`config.mk`:
```
export PLATFORM = sky130hd
export DESIGN_NAME = pc_gen_flat
export DESIGN_NICKNAME = d
export VERILOG_FILES = /design/src/rtl/pc_gen_if.sv /design/src/rtl/pc_gen.sv /design/src/flat_wrapper.sv
export SDC_FILE = /design/constraint.sdc
export NUM_CORES = 1
export LEC_CHECK = 0
export ABC_AREA = 1
export CORE_MARGIN = 10
export CORE_UTILIZATION = 48
export DETAILED_ROUTE_END_ITERATION = 12
export DONT_BUFFER_PORTS = 1
export PLACE_DENSITY = 0.66
export SLEW_MARGIN = 20
export SYNTH_ARGS = -nofsm -noshare
export SYNTH_HDL_FRONTEND = slang
export SYNTH_SLANG_ARGS = --single-unit
export TNS_END_PERCENT = 5
```
`constraint.sdc`:
```
create_clock -name clk -period 3.1 [get_ports clk]
set_input_delay 0.93 -clock clk [delete_from_list [all_inputs] [get_ports clk]]
set_output_delay 0.93 -clock clk [all_outputs]
set_load 0.01 [all_outputs]
```
`src/rtl/pc_gen_if.sv`:
```
// Fetch-side bundle for pc_gen: freeze/fetch handshake, redirect channels and PC outputs.
// The slave modport is the pc_gen side; the master modport is the pipeline driving it.
interface pc_gen_if #(
    parameter int unsigned ADDR_W  = 32,
    parameter int unsigned NUM_RDR = 2
);
    localparam int unsigned CH_W = (NUM_RDR > 1) ? $clog2(NUM_RDR) : 1;

    logic                      freeze_i;
    logic                      fetch_ready_i;
    logic [NUM_RDR-1:0]        rdr_valid_i;
    logic [NUM_RDR*ADDR_W-1:0] rdr_target_i;
    logic [ADDR_W-1:0]         pc_o;
    logic                      pc_valid_o;
    logic                      flush_o;
    logic [CH_W-1:0]           flush_ch_o;
    logic                      pend_o;
    logic                      misalign_o;
    logic [ADDR_W-1:0]         misalign_addr_o;

    modport master (
        output freeze_i, fetch_ready_i, rdr_valid_i, rdr_target_i,
        input  pc_o, pc_valid_o, flush_o, flush_ch_o, pend_o, misalign_o, misalign_addr_o
    );

    modport slave (
        input  freeze_i, fetch_ready_i, rdr_valid_i, rdr_target_i,
        output pc_o, pc_valid_o, flush_o, flush_ch_o, pend_o, misalign_o, misalign_addr_o
    );
endinterface

```
`src/rtl/pc_gen.sv`:
```
// IF-stage program-counter generator with prioritised redirects and a freeze-time pending slot.
// Optional target alignment check enabled by defining PC_GEN_MISALIGN_CHECK_EN.
module pc_gen #(
    parameter int unsigned      ADDR_W      = 32,
    parameter logic [ADDR_W-1:0] RESET_PC   = '0,
    parameter int unsigned      NUM_RDR     = 2,
    parameter int unsigned      FETCH_BYTES = 4,
    parameter int unsigned      ALIGN_LSB   = 2
) (
    input logic     clk,
    input logic     rst,
    pc_gen_if.slave bus
);
    localparam int unsigned CH_W = (NUM_RDR > 1) ? $clog2(NUM_RDR) : 1;

    if (ALIGN_LSB >= ADDR_W) begin : g_bad_align
        $error("pc_gen: ALIGN_LSB must be smaller than ADDR_W");
    end
    if ((FETCH_BYTES == 0) || ((FETCH_BYTES & (FETCH_BYTES - 1)) != 0)) begin : g_bad_step
        $error("pc_gen: FETCH_BYTES must be a power of two");
    end

    logic [ADDR_W-1:0] pc_q;
    logic              pc_valid_q;
    logic              flush_q;
    logic [CH_W-1:0]   flush_ch_q;

    logic              pend_vld_q;
    logic [CH_W-1:0]   pend_ch_q;
    logic [ADDR_W-1:0] pend_tgt_q;

    logic              new_vld;
    logic [CH_W-1:0]   new_ch;
    logic [ADDR_W-1:0] new_tgt;

    logic              eff_vld;
    logic [CH_W-1:0]   eff_ch;
    logic [ADDR_W-1:0] eff_tgt;

    // Lowest-index requesting channel wins this cycle.
    always_comb begin
        new_vld = 1'b0;
        new_ch  = '0;
        new_tgt = '0;
        for (int unsigned k = 0; k < NUM_RDR; k++) begin
            if (!new_vld && bus.rdr_valid_i[k]) begin
                new_vld = 1'b1;
                new_ch  = CH_W'(k);
                new_tgt = bus.rdr_target_i[k*ADDR_W +: ADDR_W];
            end
        end
    end

    // A new request displaces the pending one when its channel is at least as urgent.
    always_comb begin
        if (new_vld && (!pend_vld_q || (new_ch <= pend_ch_q))) begin
            eff_vld = 1'b1;
            eff_ch  = new_ch;
            eff_tgt = new_tgt;
        end else begin
            eff_vld = pend_vld_q;
            eff_ch  = pend_ch_q;
            eff_tgt = pend_tgt_q;
        end
    end

`ifdef PC_GEN_MISALIGN_CHECK_EN
    localparam logic [ADDR_W-1:0] LOW_MASK = (ADDR_W'(1) << ALIGN_LSB) - ADDR_W'(1);

    logic              mis_q;
    logic [ADDR_W-1:0] mis_addr_q;
    logic              eff_bad;

    assign eff_bad = |(eff_tgt & LOW_MASK);
`endif

    always_ff @(posedge clk) begin
        if (rst) begin
            pc_q       <= RESET_PC;
            pc_valid_q <= 1'b0;
            flush_q    <= 1'b0;
            flush_ch_q <= '0;
            pend_vld_q <= 1'b0;
            pend_ch_q  <= '0;
            pend_tgt_q <= '0;
`ifdef PC_GEN_MISALIGN_CHECK_EN
            mis_q      <= 1'b0;
            mis_addr_q <= '0;
`endif
        end else begin
            pc_valid_q <= 1'b1;
            flush_q    <= 1'b0;
`ifdef PC_GEN_MISALIGN_CHECK_EN
            mis_q      <= 1'b0;
`endif
            if (bus.freeze_i) begin
                if (eff_vld) begin
                    pend_vld_q <= 1'b1;
                    pend_ch_q  <= eff_ch;
                    pend_tgt_q <= eff_tgt;
                end
            end else if (eff_vld) begin
                pend_vld_q <= 1'b0;
                flush_q    <= 1'b1;
                flush_ch_q <= eff_ch;
`ifdef PC_GEN_MISALIGN_CHECK_EN
                if (eff_bad) begin
                    pc_q       <= eff_tgt & ~LOW_MASK;
                    mis_q      <= 1'b1;
                    mis_addr_q <= eff_tgt;
                end else begin
                    pc_q <= eff_tgt;
                end
`else
                pc_q <= eff_tgt;
`endif
            end else if (bus.fetch_ready_i && pc_valid_q) begin
                pc_q <= pc_q + ADDR_W'(FETCH_BYTES);
            end
        end
    end

    assign bus.pc_o       = pc_q;
    assign bus.pc_valid_o = pc_valid_q;
    assign bus.flush_o    = flush_q;
    assign bus.flush_ch_o = flush_ch_q;
    assign bus.pend_o     = pend_vld_q;
`ifdef PC_GEN_MISALIGN_CHECK_EN
    assign bus.misalign_o      = mis_q;
    assign bus.misalign_addr_o = mis_addr_q;
`else
    assign bus.misalign_o      = 1'b0;
    assign bus.misalign_addr_o = '0;
`endif
endmodule

```
`src/flat_wrapper.sv`:
```
// flat-port wrapper written by rule: the top's interface ports become plain ports
module pc_gen_flat 
#(
    parameter int unsigned      ADDR_W      = 32,
    parameter logic [ADDR_W-1:0] RESET_PC   = '0,
    parameter int unsigned      NUM_RDR     = 2,
    parameter int unsigned      FETCH_BYTES = 4,
    parameter int unsigned      ALIGN_LSB   = 2
)
  (clk, rst, bus_freeze_i, bus_fetch_ready_i, bus_rdr_valid_i, bus_rdr_target_i, bus_pc_o, bus_pc_valid_o, bus_flush_o, bus_flush_ch_o, bus_pend_o, bus_misalign_o, bus_misalign_addr_o);
  pc_gen_if #(.ADDR_W(ADDR_W), .NUM_RDR(NUM_RDR)) bus_i ();
  input logic clk;
  input logic rst;
  input wire logic [$bits(bus_i.freeze_i)-1:0] bus_freeze_i;
  input wire logic [$bits(bus_i.fetch_ready_i)-1:0] bus_fetch_ready_i;
  input wire logic [$bits(bus_i.rdr_valid_i)-1:0] bus_rdr_valid_i;
  input wire logic [$bits(bus_i.rdr_target_i)-1:0] bus_rdr_target_i;
  output wire logic [$bits(bus_i.pc_o)-1:0] bus_pc_o;
  output wire logic [$bits(bus_i.pc_valid_o)-1:0] bus_pc_valid_o;
  output wire logic [$bits(bus_i.flush_o)-1:0] bus_flush_o;
  output wire logic [$bits(bus_i.flush_ch_o)-1:0] bus_flush_ch_o;
  output wire logic [$bits(bus_i.pend_o)-1:0] bus_pend_o;
  output wire logic [$bits(bus_i.misalign_o)-1:0] bus_misalign_o;
  output wire logic [$bits(bus_i.misalign_addr_o)-1:0] bus_misalign_addr_o;
  assign bus_i.freeze_i = bus_freeze_i;
  assign bus_i.fetch_ready_i = bus_fetch_ready_i;
  assign bus_i.rdr_valid_i = bus_rdr_valid_i;
  assign bus_i.rdr_target_i = bus_rdr_target_i;
  assign bus_pc_o = bus_i.pc_o;
  assign bus_pc_valid_o = bus_i.pc_valid_o;
  assign bus_flush_o = bus_i.flush_o;
  assign bus_flush_ch_o = bus_i.flush_ch_o;
  assign bus_pend_o = bus_i.pend_o;
  assign bus_misalign_o = bus_i.misalign_o;
  assign bus_misalign_addr_o = bus_i.misalign_addr_o;
  pc_gen #(.ADDR_W(ADDR_W), .RESET_PC(RESET_PC), .NUM_RDR(NUM_RDR), .FETCH_BYTES(FETCH_BYTES), .ALIGN_LSB(ALIGN_LSB)) u_core (.clk(clk), .rst(rst), .bus(bus_i));
endmodule
```
==> impl_metrics.json <==
{
  "insertion_delay_ns": 0.34,
  "critical_path_slowest_stage_cell": "a21oi_4",
  "path_max_fanout": 35,
  "die_width_um": 116,
  "post_dp_cell_area_um2": 4390,
  "synth_cells": 737,
  "finalMaxSlewViolations": 0,
  "final_common_cell": "nand2_1",
  "post_route_cells_drive_above_1_share_pct": 4.28,
  "max_freq_mhz": 434,
  "whs_path_depth": 2,
  "final.min_clock_period_ns": 2.30,
  "synth_top_flop_cell": "dfxtp_1",
  "clock_sink_count": 69,
  "vias_in_the_first_global_route": 4165,
  "setup.worst_path.end_class": "flop",
  "drt_wl_total_mm": 13.2,
  "cts.clk_slew.worst_paths_ns": 0.07,
  "pin_count_of_the_biggest_net_entering_global_routing": 44,
  "floorplan.initialDensity_pct": 48.8,
  "num_io_pins": 139,
  "tritoncts.num_buffers": 9,
  "diodes": 0,
  "setup_repair_after_global_routing_missed_its_margin": "no",
  "post-dp-hpwl_mm": 9.78,
  "global_route_wire_length_before_repair_mm": 20.7,
  "clock_tree.htree_level_count": 3,
  "peakVddDrop_mv": 0.295,
  "run_status": "finished, final reports clean",
  "crit_path_start_kind": "input pin",
  "critPathTopFamily": "compound AO/OA/AOI/OAI gates",
  "netlist_area_um2": 4470,
  "timing.critical_path.arrival_ns": 2.58,
  "required_ns": 3.38,
  "final_core_utilization_pct": 50.3,
  "worst-path-stages": 8,
  "finalHoldViolations": 0,
  "use_met3_pct": 4.73,
  "power.density_cell_area_nw_per_um2": 483,
  "coreArea_um2": 9150,
  "route.detailed.drc": 0,
  "via_count": 4527,
  "synth_async_sr_flop_share_pct": 0,
  "critical_path.most_common_cell": "nor2_1",
  "post_synth_num_cell_types": 26,
  "grt_usage_pct": 19.0,
  "tightest_slew_ns": 0.707,
  "tns_ns": 0,
  "post_synthesis_average_cell_area_um2": 6.06,
  "final-setup-viol-count": 0,
  "layout_common_cells": "238 x nand2_1, 80 x inv_1, 69 x nand3_1, 69 x dfxtp_1, 68 x nor2_1",
  "die_height_um": 116,
  "synth.ff_latch_count": 69,
  "synth-edff-count": 0,
  "cellLeakagePower_nw": 2.09,
  "antenna_left": 0,
  "timing.max_slew.rel_slack_pct": 52.7,
  "grt_overflow_total": 0,
  "area.growth.synth_to_final_pct": 3.05,
  "avgViaCountPerCell": 5.42,
  "grt_antenna_before_repair": 0,
  "grt_most_used_layer": "met2",
  "power.total_mw": 2.22,
  "holdCritPathClass": "flop to flop",
  "crit_type": "input pin to flop",
  "m1_gr_usage_pct": 25.9,
  "ff2ff_path_depth": 6,
  "drt_pre_antenna_iters": 5,
  "rows": 35,
  "met2_usage_pct": 28.7,
  "num-nets-final": 792,
  "finish.instance_area_um2": 4610,
  "die_area_um2": 13600,
  "clk_root_buffer_cell": "clkbuf_8",
  "cts_hold_fix_bufs": 0,
  "cp_num_buf_inv": 2,
  "route.detailed.wl_per_inst_um": 15.8,
  "synth_sequential_area_ratio_pct": 30.9,
  "place.port_buffers": 0,
  "synth_warnings": 0,
  "tritoncts_clock_tree": "built",
  "worst_path_max_stage_delay_ns": 0.59,
  "final.period_utilization_pct": 74.3,
  "post_cts.resized_instances": 0,
  "cts.path.max_buffers": 2,
  "worstPathCellList": "inv_1 -> nand2_1 -> nor2_2 -> a21oi_4 -> inv_2 -> nor2_1 -> o21ai_0 -> nor2_1",
  "cts_post_setup_buffers_inserted": 0,
  "routability_congestion_estimate": 0.882,
  "drt_first_iter_violations": 291,
  "fin_skew_ns": 0.0105,
  "drv_cap": 0
}
-- stage by stage --
| step | cells | setup WS (ns) | hold WS [ns] |
|---|---|---|---|
| CTS | 836 | 0.819 | 0.500 |
| global route | 836 | 0.594 | 0.521 |
| floorplan | 769 | 1.15 | 0.456 |
| global placement | 821 | 0.543 | 0.465 |
| finish | 836 | 0.796 | 0.499 |
| detailed placement | 821 | 0.474 | 0.480 |
-- Yosys cell counts, drive strengths merged (3+ instances only) --
library cell	number	area, um2
a21oi	44	231
a22oi	3	22.5
buf	53	355
clkbuf	15	56.3
dfxtp	69	1380
inv	83	312
nand2	238	893
nand3	69	345
nand4	26	163
nor2	70	265
o211ai	29	218
o21ai	23	115
xor2	3	26.3
-- report_power, final --
part / switching (mW) / total [mW] / internal, mW
clock network: 0.352 / 0.822 / 0.470
logic: 0.238 / 0.358 / 0.120
registers: 0.0869 / 1.04 / 0.956
-- final timing paths --
kind | startpoint | end | slack (ns)
worst max register to register | u_core.bus.pend_o$_SDFFE_PP0P_ | u_core.bus.pc_o[18]$_SDFFE_PP0P_ | 1.01
worst min-delay path | u_core.pend_tgt_q[23]$_SDFFE_PP0P_ | u_core.pend_tgt_q[23]$_SDFFE_PP0P_ | 0.50
worst min register to register | u_core.pend_tgt_q[23]$_SDFFE_PP0P_ | u_core.pend_tgt_q[23]$_SDFFE_PP0P_ | 0.50
worst max-delay path | bus_rdr_valid_i[1] | u_core.bus.pc_o[18]$_SDFFE_PP0P_ | 0.80
-- layout make-up --
class                      count  area (um2)
timing repair buffer           9        67.6
multi-input combinational    549        2490
clock inverter                 4        72.6
clock buffer                  11         141
sequential                    69        1380
tap                          111         139
inverter                      83         312
fill                         972        4550
-- flip-flops by register name, indices dropped and copies added (netlist names) --
register	count
u_core.bus.flush_ch_o	1
u_core.bus.flush_o	1
u_core.bus.pc_o	32
u_core.bus.pc_valid_o	1
u_core.bus.pend_o	1
u_core.pend_ch_q	1
u_core.pend_tgt_q	32
-- worst min-delay path: stages (launching register included) --
cell     delay (ns)
dfxtp_1        0.33
a21oi_1        0.06
nor2_1         0.07
-- logic make-up (layout without fill, tap and decap cells) --
| kind of cell | after synthesis | after routing | share of synthesized area, % |
|---|---|---|---|
| AO/OA/AOI/OAI | 103 | 103 | 13.8 |
| buffers and inverters | 151 | 107 | 16.2 |
| flip-flops | 69 | 69 | 30.9 |
| other | 1 | 33 | 0.0839 |
| XOR/XNOR | 3 | 3 | 0.588 |
| adder cells (fa/ha/maj) | 1 | 1 | 0.280 |
| AND/OR/NAND/NOR | 409 | 409 | 38.2 |
-- layer usage --
| metal | vias up | share of wire [%] |
|---|---|---|
| met1 | 2041 | 45 |
| met4 | 0 | 1.5 |
| met2 | 194 | 44 |
| met3 | 14 | 10 |
| li1 | 2278 | - |
| met5 | - | 0 |
(Power assumes the default switching activity.)
